==> config.mk <==
export PLATFORM = sky130hd
export DESIGN_NAME = pc_sequencer_flat
export DESIGN_NICKNAME = d
export VERILOG_FILES = /design/src/rtl/pc_seq_pkg.sv /design/src/rtl/pc_sequencer_if.sv /design/src/rtl/branch_decode.sv /design/src/rtl/pc_sequencer.sv /design/src/flat_wrapper.sv
export SDC_FILE = /design/constraint.sdc
export NUM_CORES = 1
export LEC_CHECK = 0
export CAP_MARGIN = 0
export CORE_ASPECT_RATIO = 2
export CORE_MARGIN = 5
export CORE_UTILIZATION = 39
export DETAILED_ROUTE_END_ITERATION = 16
export PLACE_DENSITY = 0.76
export SLEW_MARGIN = 20
export SYNTH_ARGS = -nofsm -noshare
export SYNTH_HDL_FRONTEND = slang
export SYNTH_SLANG_ARGS = --single-unit
==> constraint.sdc <==
create_clock -name clk -period 1.75 [get_ports clk]
set_input_delay 0.175 -clock clk [delete_from_list [all_inputs] [get_ports clk]]
set_output_delay 0.175 -clock clk [all_outputs]
set_load 0.03 [all_outputs]
==> src/rtl/pc_seq_pkg.sv <==
// Shared definitions for the PC sequencer: FSM encoding, opcode values,
// instruction field positions and the program_counter control bundle.
package pc_seq_pkg;

   typedef enum logic [2:0] {
      ST_IDLE   = 3'd0,
      ST_FETCH  = 3'd1,
      ST_DECODE = 3'd2,
      ST_UPDATE = 3'd3,
      ST_HALTED = 3'd4
   } state_t;

   // Opcode values found in instr[OPC_MSB:OPC_LSB]; anything else is a NOP.
   localparam logic [3:0] OP_BRF  = 4'h1;
   localparam logic [3:0] OP_BRB  = 4'h2;
   localparam logic [3:0] OP_BZF  = 4'h3;
   localparam logic [3:0] OP_BZB  = 4'h4;
   localparam logic [3:0] OP_HALT = 4'hF;

   // Instruction field positions.
   localparam int OPC_MSB = 15;
   localparam int OPC_LSB = 12;
   localparam int IMM_MSB = 11;
   localparam int IMM_LSB = 0;
   localparam int OPC_W   = OPC_MSB - OPC_LSB + 1;
   localparam int IMM_W   = IMM_MSB - IMM_LSB + 1;

   // One-hot program_counter command; all-zero means "no update".
   typedef struct packed {
      logic inc;
      logic add;
      logic sub;
   } pc_ctrl_t;

   localparam pc_ctrl_t CTRL_NONE = 3'b000;
   localparam pc_ctrl_t CTRL_INC  = 3'b100;
   localparam pc_ctrl_t CTRL_ADD  = 3'b010;
   localparam pc_ctrl_t CTRL_SUB  = 3'b001;

   // Retired-instruction counter step that sticks at all-ones.
   function automatic logic [15:0] sat_inc16(input logic [15:0] v);
      return (v == 16'hFFFF) ? v : v + 16'd1;
   endfunction

endpackage

==> src/rtl/pc_sequencer_if.sv <==
// Instruction-memory fetch port. The sequencer is the master: it raises
// imem_req with imem_addr and waits for imem_ack with imem_rdata.
interface pc_sequencer_if #(
   parameter int ADDR_W = 16,
   parameter int DATA_W = 16
);
   logic              imem_req;
   logic [ADDR_W-1:0] imem_addr;
   logic              imem_ack;
   logic [DATA_W-1:0] imem_rdata;

   modport master (
      output imem_req,
      output imem_addr,
      input  imem_ack,
      input  imem_rdata
   );

   modport slave (
      input  imem_req,
      input  imem_addr,
      output imem_ack,
      output imem_rdata
   );
endinterface

==> src/rtl/branch_decode.sv <==
// Combinational decode of one instruction into a program_counter command:
// which of inc/add/sub to pulse, the offset operand, and whether it is HALT.
module branch_decode
   import pc_seq_pkg::*;
#(
   parameter int ADDR_W = 16
) (
   input  logic [OPC_W-1:0]  opcode,
   input  logic [IMM_W-1:0]  imm,
   input  logic              flag_z,
   output pc_ctrl_t          sel,
   output logic [ADDR_W-1:0] offset,
   output logic              is_halt
);

   logic [ADDR_W-1:0] imm_ext;

   assign imm_ext = ADDR_W'(imm);

   // Map opcode and zero flag onto a single pc command; offset stays 0 for inc.
   always_comb begin
      // NOTE: every output gets a default before the case so no path can
      // leave one unassigned and infer a latch.
      sel     = CTRL_INC;
      offset  = '0;
      is_halt = 1'b0;
      case (opcode)
         OP_BRF: begin
            sel    = CTRL_ADD;
            offset = imm_ext;
         end
         OP_BRB: begin
            sel    = CTRL_SUB;
            offset = imm_ext;
         end
         OP_BZF: begin
            if (flag_z) begin
               sel    = CTRL_ADD;
               offset = imm_ext;
            end
         end
         OP_BZB: begin
            if (flag_z) begin
               sel    = CTRL_SUB;
               offset = imm_ext;
            end
         end
         OP_HALT: begin
            sel     = CTRL_NONE;
            is_halt = 1'b1;
         end
         default: ;
      endcase
   end

endmodule

==> src/rtl/pc_sequencer.sv <==
// Instruction sequencer: fetches a word at the external pc, decodes it and
// issues one inc/add/sub pulse to the external program_counter per
// instruction (FETCH -> DECODE -> UPDATE), stopping for good on HALT.
module pc_sequencer
   import pc_seq_pkg::*;
#(
   parameter int ADDR_W = 16,
   parameter int DATA_W = 16
) (
   input  logic                  clk,
   input  logic                  reset,
   input  logic                  start,
   input  logic [ADDR_W-1:0]     pc,
   input  logic                  flag_z,
   pc_sequencer_if.master        imem,
   output logic                  inc,
   output logic                  add,
   output logic                  sub,
   output logic [ADDR_W-1:0]     offset,
   output logic                  halted,
   output logic [15:0]           instr_count
);

   state_t            state;
   logic [DATA_W-1:0] instr;
   logic              req_q;
   pc_ctrl_t          ctrl_q;

   pc_ctrl_t          dec_sel;
   logic [ADDR_W-1:0] dec_offset;
   logic              dec_halt;

   branch_decode #(
      .ADDR_W (ADDR_W)
   ) u_branch_decode (
      .opcode  (instr[OPC_MSB:OPC_LSB]),
      .imm     (instr[IMM_MSB:IMM_LSB]),
      .flag_z  (flag_z),
      .sel     (dec_sel),
      .offset  (dec_offset),
      .is_halt (dec_halt)
   );

   // The address follows pc combinationally: pc only settles on the edge
   // that enters FETCH, so a registered copy would present the old value.
   assign imem.imem_req  = req_q;
   assign imem.imem_addr = req_q ? pc : '0;

   assign inc = ctrl_q.inc;
   assign add = ctrl_q.add;
   assign sub = ctrl_q.sub;

   // Sequencer FSM with registered request, control pulses, halt and count.
   always_ff @(posedge clk) begin
      // NOTE: all state here is assigned with <= so every register samples
      // the pre-edge values regardless of statement order.
      if (reset) begin
         state       <= ST_IDLE;
         instr       <= '0;
         req_q       <= 1'b0;
         ctrl_q      <= CTRL_NONE;
         offset      <= '0;
         halted      <= 1'b0;
         instr_count <= '0;
      end else begin
         case (state)
            ST_IDLE: begin
               if (start) begin
                  state <= ST_FETCH;
                  req_q <= 1'b1;
               end
            end
            ST_FETCH: begin
               if (imem.imem_ack) begin
                  instr <= imem.imem_rdata;
                  req_q <= 1'b0;
                  state <= ST_DECODE;
               end
            end
            ST_DECODE: begin
               if (dec_halt) begin
                  state       <= ST_HALTED;
                  halted      <= 1'b1;
                  instr_count <= sat_inc16(instr_count);
               end else begin
                  state  <= ST_UPDATE;
                  ctrl_q <= dec_sel;
                  offset <= dec_offset;
               end
            end
            ST_UPDATE: begin
               ctrl_q      <= CTRL_NONE;
               offset      <= '0;
               instr_count <= sat_inc16(instr_count);
               req_q       <= 1'b1;
               state       <= ST_FETCH;
            end
            ST_HALTED: ;
            default: begin
               state  <= ST_IDLE;
               req_q  <= 1'b0;
               ctrl_q <= CTRL_NONE;
               offset <= '0;
            end
         endcase
      end
   end

endmodule

==> src/flat_wrapper.sv <==
// flat-port wrapper written by rule: the top's interface ports become plain ports
module pc_sequencer_flat import pc_seq_pkg::*;
#(
   parameter int ADDR_W = 16,
   parameter int DATA_W = 16
)
  (clk, reset, start, pc, flag_z, inc, add, sub, offset, halted, instr_count, imem_imem_req, imem_imem_addr, imem_imem_ack, imem_imem_rdata);
  pc_sequencer_if #(.ADDR_W(ADDR_W), .DATA_W(DATA_W)) imem_i ();
  input  logic clk;
  input  logic reset;
  input  logic start;
  input  logic [ADDR_W-1:0] pc;
  input  logic flag_z;
  output logic inc;
  output logic add;
  output logic sub;
  output logic [ADDR_W-1:0] offset;
  output logic halted;
  output logic [15:0] instr_count;
  output wire logic [$bits(imem_i.imem_req)-1:0] imem_imem_req;
  output wire logic [$bits(imem_i.imem_addr)-1:0] imem_imem_addr;
  input wire logic [$bits(imem_i.imem_ack)-1:0] imem_imem_ack;
  input wire logic [$bits(imem_i.imem_rdata)-1:0] imem_imem_rdata;
  assign imem_imem_req = imem_i.imem_req;
  assign imem_imem_addr = imem_i.imem_addr;
  assign imem_i.imem_ack = imem_imem_ack;
  assign imem_i.imem_rdata = imem_imem_rdata;
  pc_sequencer #(.ADDR_W(ADDR_W), .DATA_W(DATA_W)) u_core (.clk(clk), .reset(reset), .start(start), .pc(pc), .flag_z(flag_z), .imem(imem_i), .inc(inc), .add(add), .sub(sub), .offset(offset), .halted(halted), .instr_count(instr_count));
endmodule
* Word-level counts from Yosys, hierarchy flattened
Cells that the tools add are included.
Widths: inputs -> output; s select.
** Word-level totals
- Register bits :: 56
- Input port bits :: 37
- Logic and storage cells :: 60
- Output and inout bits :: 53
** Cells by class
- Add/sub/neg operators :: 1
- Eq/ne operators :: 14
- Bitwise gates (word level) :: 3
- Reduce and logical (&&, ||, !) cells :: 12
- Multiplexer cells :: 21
** Operator list (number)
- $mux 16 :: 4
- $pmux 16 s2 :: 2
- $pmux 3 s5 :: 2
- $pmux 12 s2 :: 1
- $mux 3 :: 6
- $add 16x1->16 const B :: 1
- $eq 16x16->1 const B :: 1
- $mux 12 :: 1
- $eq 4x2->1 const B :: 2
- $reduce_and 2->1 :: 4
- $eq 3x2->1 const B :: 2
- $ne 2x2->1 const B :: 3
- $pmux 3 s2 :: 1
- $reduce_and 3->1 :: 2
- $reduce_or 2->1 :: 3
- $eq 4x1->1 const B :: 1
- $eq 4x3->1 const B :: 1
- $eq 4x4->1 const B :: 1
- $pmux 1 s4 :: 1
- $eq 3x1->1 const B :: 1
- $eq 3x3->1 const B :: 1
- $logic_not 3->1 :: 1
- $mux 1 :: 3
- $not 1->1 :: 3
- other kinds (3) :: 3

* Longest topological paths before layout
- Depth after elaboration :: 5
- Depth in mapped cells :: 7
- Gate-level depth less buffers :: 6

* Hierarchy
From an unflattened synthesis, not the netlist that was laid out.
** Unflattened totals
- Cell total of the unflattened synthesis :: 343
- Area, all modules :: 2787.7 sq um
** Modules (own cells, without submodules)
- pc_sequencer :: times used 1, cells each 312, area each 2565.0 sq um
- branch_decode :: times used 1, cells each 31, area each 222.7 sq um

* Worst setup path after synthesis
Ideal clock, no wire load.
- Path kind :: reg-to-reg
- Start point :: register u_core.instr_count[0]
- End point :: register u_core.instr_count[1]
- Setup time :: 0.128 ns
- Required time :: 1.622 ns
- Arrival :: 1.793 ns
- Stages on the path, launching flop included :: 7
- Period minus slack after synthesis :: 1.920 ns
- Setup slack :: -0.170 ns
- Path through :: dfxtp_1 ha_1 and4_1 nand4_2 o21ai_2 mux2i_1 nor2_1
** Between the ends
- Cells in the longest elaborated chain, start to end :: 4
** Ends and longest elaborated chain
- from (decl) :: RTL line pc_sequencer.sv:21 : output logic [15:0] instr_count
- from (signal assigned) :: RTL line pc_sequencer.sv:84 : instr_count <= sat_inc16(instr_count);
- from (signal assigned) :: RTL line pc_sequencer.sv:94 : instr_count <= sat_inc16(instr_count);
- $add 16x1->16 or $eq 16x16->1 (tied branches) :: RTL line pc_seq_pkg.sv:42 : return (v == 16'hFFFF) ? v : v + 16'd1;
- $mux 16 (*) :: RTL line pc_seq_pkg.sv:42
- $mux 16 :: RTL line pc_sequencer.sv:81 : if (dec_halt) begin
- $pmux 16 s2 (*) :: RTL line pc_sequencer.sv:66 : case (state)
Mark *: on every way between the ends. The rest lies on a longest branch, timed or not. The select of a mux whose other input is x is not followed.
A chain may end at the register's enable or synchronous reset.

* Final worst setup path
- Start point :: register u_core.instr_count[0]
- End point :: register u_core.instr_count[6]
The elaborated chain is that of the path after synthesis.

==> results_dict.tcl <==
set metrics [dict create \
    dieArea_sq_mm 0.00756 \
    syn_area_per_cell_sq_um 8.76 \
    grt_usage_pct 16.4 \
    detail-route-antenna-nets 0 \
    first_pass_iters 4 \
    rows 39 \
    hp-class "input port to flip-flop" \
    synth_area_leader_cell "dfxtp_1" \
    crit_type "flip-flop to flip-flop" \
    multiInputGateArea_sq_mm 0.00121 \
    cts_root_buf "clkbuf_16" \
    insertion_delay_ns 0.29 \
    wire_per_inst_um 14.6 \
    num_antenna_cells 0 \
    drv_cap 0 \
    synth.distinct_cells 42 \
    grt_pass1_wl_um 10100 \
    worstPathRequired_ns 1.98 \
    ys.warnings.count 0 \
    cp-start-kind "flip-flop" \
    ys_ff_latch 52 \
    whs_path_depth 3 \
    period_share_pct 96.4 \
    slew_headroom_pct 61.4 \
    fmax_mhz 593 \
    fin_crit_ns 1.69 \
    grt_max_degree 40 \
    skew_ns 0.00407 \
    cts_tree "done" \
    leakagePower_nw 1.41 \
    pin_count 90 \
    reg2reg_slack_ns 0.06 \
    status "completed" \
    drc_errors 0 \
    holdBufCountCts 0 \
    synth_edf_count 0 \
    netlist_instances 260 \
    worstHoldStart "imem_imem_rdata[9]" \
    antenna_found_initial 0 \
    crit_fanout 6 \
    syn_area_sq_mm 0.00228 \
    synth_area_leaders "dfxtp_1 (46%), nand2_1 (6.6%), a21oi_1 (5.3%)" \
    regArea_sq_mm 0.00105 \
    r2r_end "u_core.instr_count[6]" \
    drive_above_1_share_pct 15.9 \
    ys_seq_area_share_pct 45.7 \
    routed_via_density 5.08 \
    hpwl_um 4660 \
    die_x_um 64.0 \
    tightest_slew_ns 0.565 \
    nFillCells 513 \
    setup_viol 0 \
    cp-end-kind "flip-flop" \
    routed_wirelength_um 6190 \
    synth_top_area_share_pct 45.7 \
    port_buffers 85 \
    start_util_pct 39.9 \
    area_delta_synth_final_pct 53.9 \
    synth_top_cells_by_count "dfxtp_1 (52), nand2_1 (40), a21oi_1 (24)" \
    fin_nets 402 \
    grt_pass1_vias 2123 \
    clock-sinks 52 \
    holdPathEnd "u_core.instr[9]" \
    holdWs_ns 0.430 \
    hold_viol_final 0 \
    async_flop_share_pct 0 \
    grt-ovfl-total 0 \
    r2r_cells 6 \
    htreeDepth 2 \
    place_congestion 0.810 \
    cts_buffers 5 \
    r2r_start "u_core.instr_count[0]" \
    core-area_sq_mm 0.00571 \
    finalMaxSlewViolations 0 \
    cts_max_path_buffers 2 \
    power_density_mw_per_mm2 745 \
    final_core_util_pct 61.4 \
    yosysMostFrequentCell "dfxtp_1" \
    critical_path_arrival_ns 1.92 \
    clkTransAtPathRegs_ns 0.07 \
    synth_ff_type "dfxtp_1" \
    drt_iter0_drc 57 \
    die_h_um 118 \
    peakVddDrop_mv 0.724 \
    dr_total_vias 2160 \
]
-- worst max-delay path: stages (launching register included) --
cell and delay [ns]:
dfxtp_2 0.34, ha_4 0.16, and4_4 0.20, nand4_4 0.12, o211ai_1 0.18, or4_1 0.56
nand2_1 0.07
-- per-stage QoR --
step                setup WS, ns  std cells  setup TNS [ns]  power (W)  area, sq um
floorplan                 0.0449        263               0    0.00151         2320
global placement          -0.275        413           -3.29    0.00172         3320
detailed placement        -0.357        413           -4.05    0.00173         3320
CTS                       0.0342        420               0    0.00263         3440
global route             -0.0237        425         -0.0237    0.00272         3510
finish                    0.0633        425               0    0.00261         3510
-- worst max path at each step --
stage,from,endpoint,cells after the start
after floorplan,u_core.instr_count[3],u_core.instr_count[15],5
after detailed placement,flag_z,u_core.offset[2],6
after global placement,flag_z,u_core.offset[3],6
after CTS,u_core.instr[14],u_core.instr_count[6],5
final,u_core.instr_count[0],u_core.instr_count[6],6
after global routing,u_core.state[2],u_core.instr_count[6],5
-- registers in the layout (all words and copies together) (netlist names) --
| name | count |
|---|---|
| u_core.imem.imem_req | 1 |
| u_core.halted | 1 |
| u_core.add | 1 |
| u_core.state | 3 |
| u_core.sub | 1 |
| u_core.inc | 1 |
| u_core.instr | 16 |
| u_core.instr_count | 16 |
| u_core.offset | 12 |
-- kinds of logic (layout without fill, tap and decap cells) --
group | count (synthesis) | after routing | share of synthesized area [%]
simple gates | 120 | 120 | 28.4
compound gates | 57 | 57 | 17.0
flops | 52 | 52 | 45.7
buf+inv | 18 | 119 | 3.79
xor+xnor | 9 | 9 | 3.46
mux | 2 | 2 | 0.879
fa+ha+maj | 1 | 1 | 0.549
other cells | 1 | 4 | 0.165
-- what timing repair did --
item                                   in CTS  in global routing
resized for setup                          18                  8
cloned                                      0                  0
setup buffers                               0                  5
setup endpoints to repair                  29                  8
endpoints found under the hold margin       0                  0
pin swaps                                   0                  3
-- placed cells by master, fill, tap and decap left out, types with 2 or more instances in the layout --
cell,instances
dlygate4sd2_1,16
dfxtp_2,11
o21ai_0,8
or3_1,4
clkbuf_16,5
a22o_1,13
or2_2,2
conb_1,4
nand4_4,2
buf_4,25
nor2_1,19
nand2b_1,2
nand3_1,7
dfxtp_1,41
nor3_1,3
and4_1,2
o211ai_1,2
xor2_1,9
clkdlybuf4s50_1,69
nor2b_1,5
a21oi_1,24
and3_1,4
and2_1,18
nand2_1,40
or4_1,2
mux2i_1,2
inv_1,2
nand4_1,3
-- per-layer routing --
layer | vias to the layer above | wire [um] | global-route usage [%]
met3 | 6 | 233 | 3.72
met5 | - | 0 | 0
met2 | 40 | 3630 | 30.7
met4 | 0 | 68 | 5.46
met1 | 1018 | 2270 | 17.2
li1 | 1096 | - | -
-- where the power goes --
part	internal, W	switching [W]	leakage, nW
Clock	0.000519	0.000412	0.0657
Sequential	0.00122	0.0000328	0.426
Combinational	0.000201	0.000232	0.914
-- layout make-up --
cell class | count | area share (%)
Timing Repair Buffer | 110 | 29.1
Tap cell | 61 | 2.18
Multi-Input combinational cell | 193 | 34.5
Clock inverter | 2 | 0.357
Sequential cell | 52 | 30.1
Inverter | 2 | 0.214
Clock buffer | 5 | 3.57
Power figures use the tool's default switching activity.
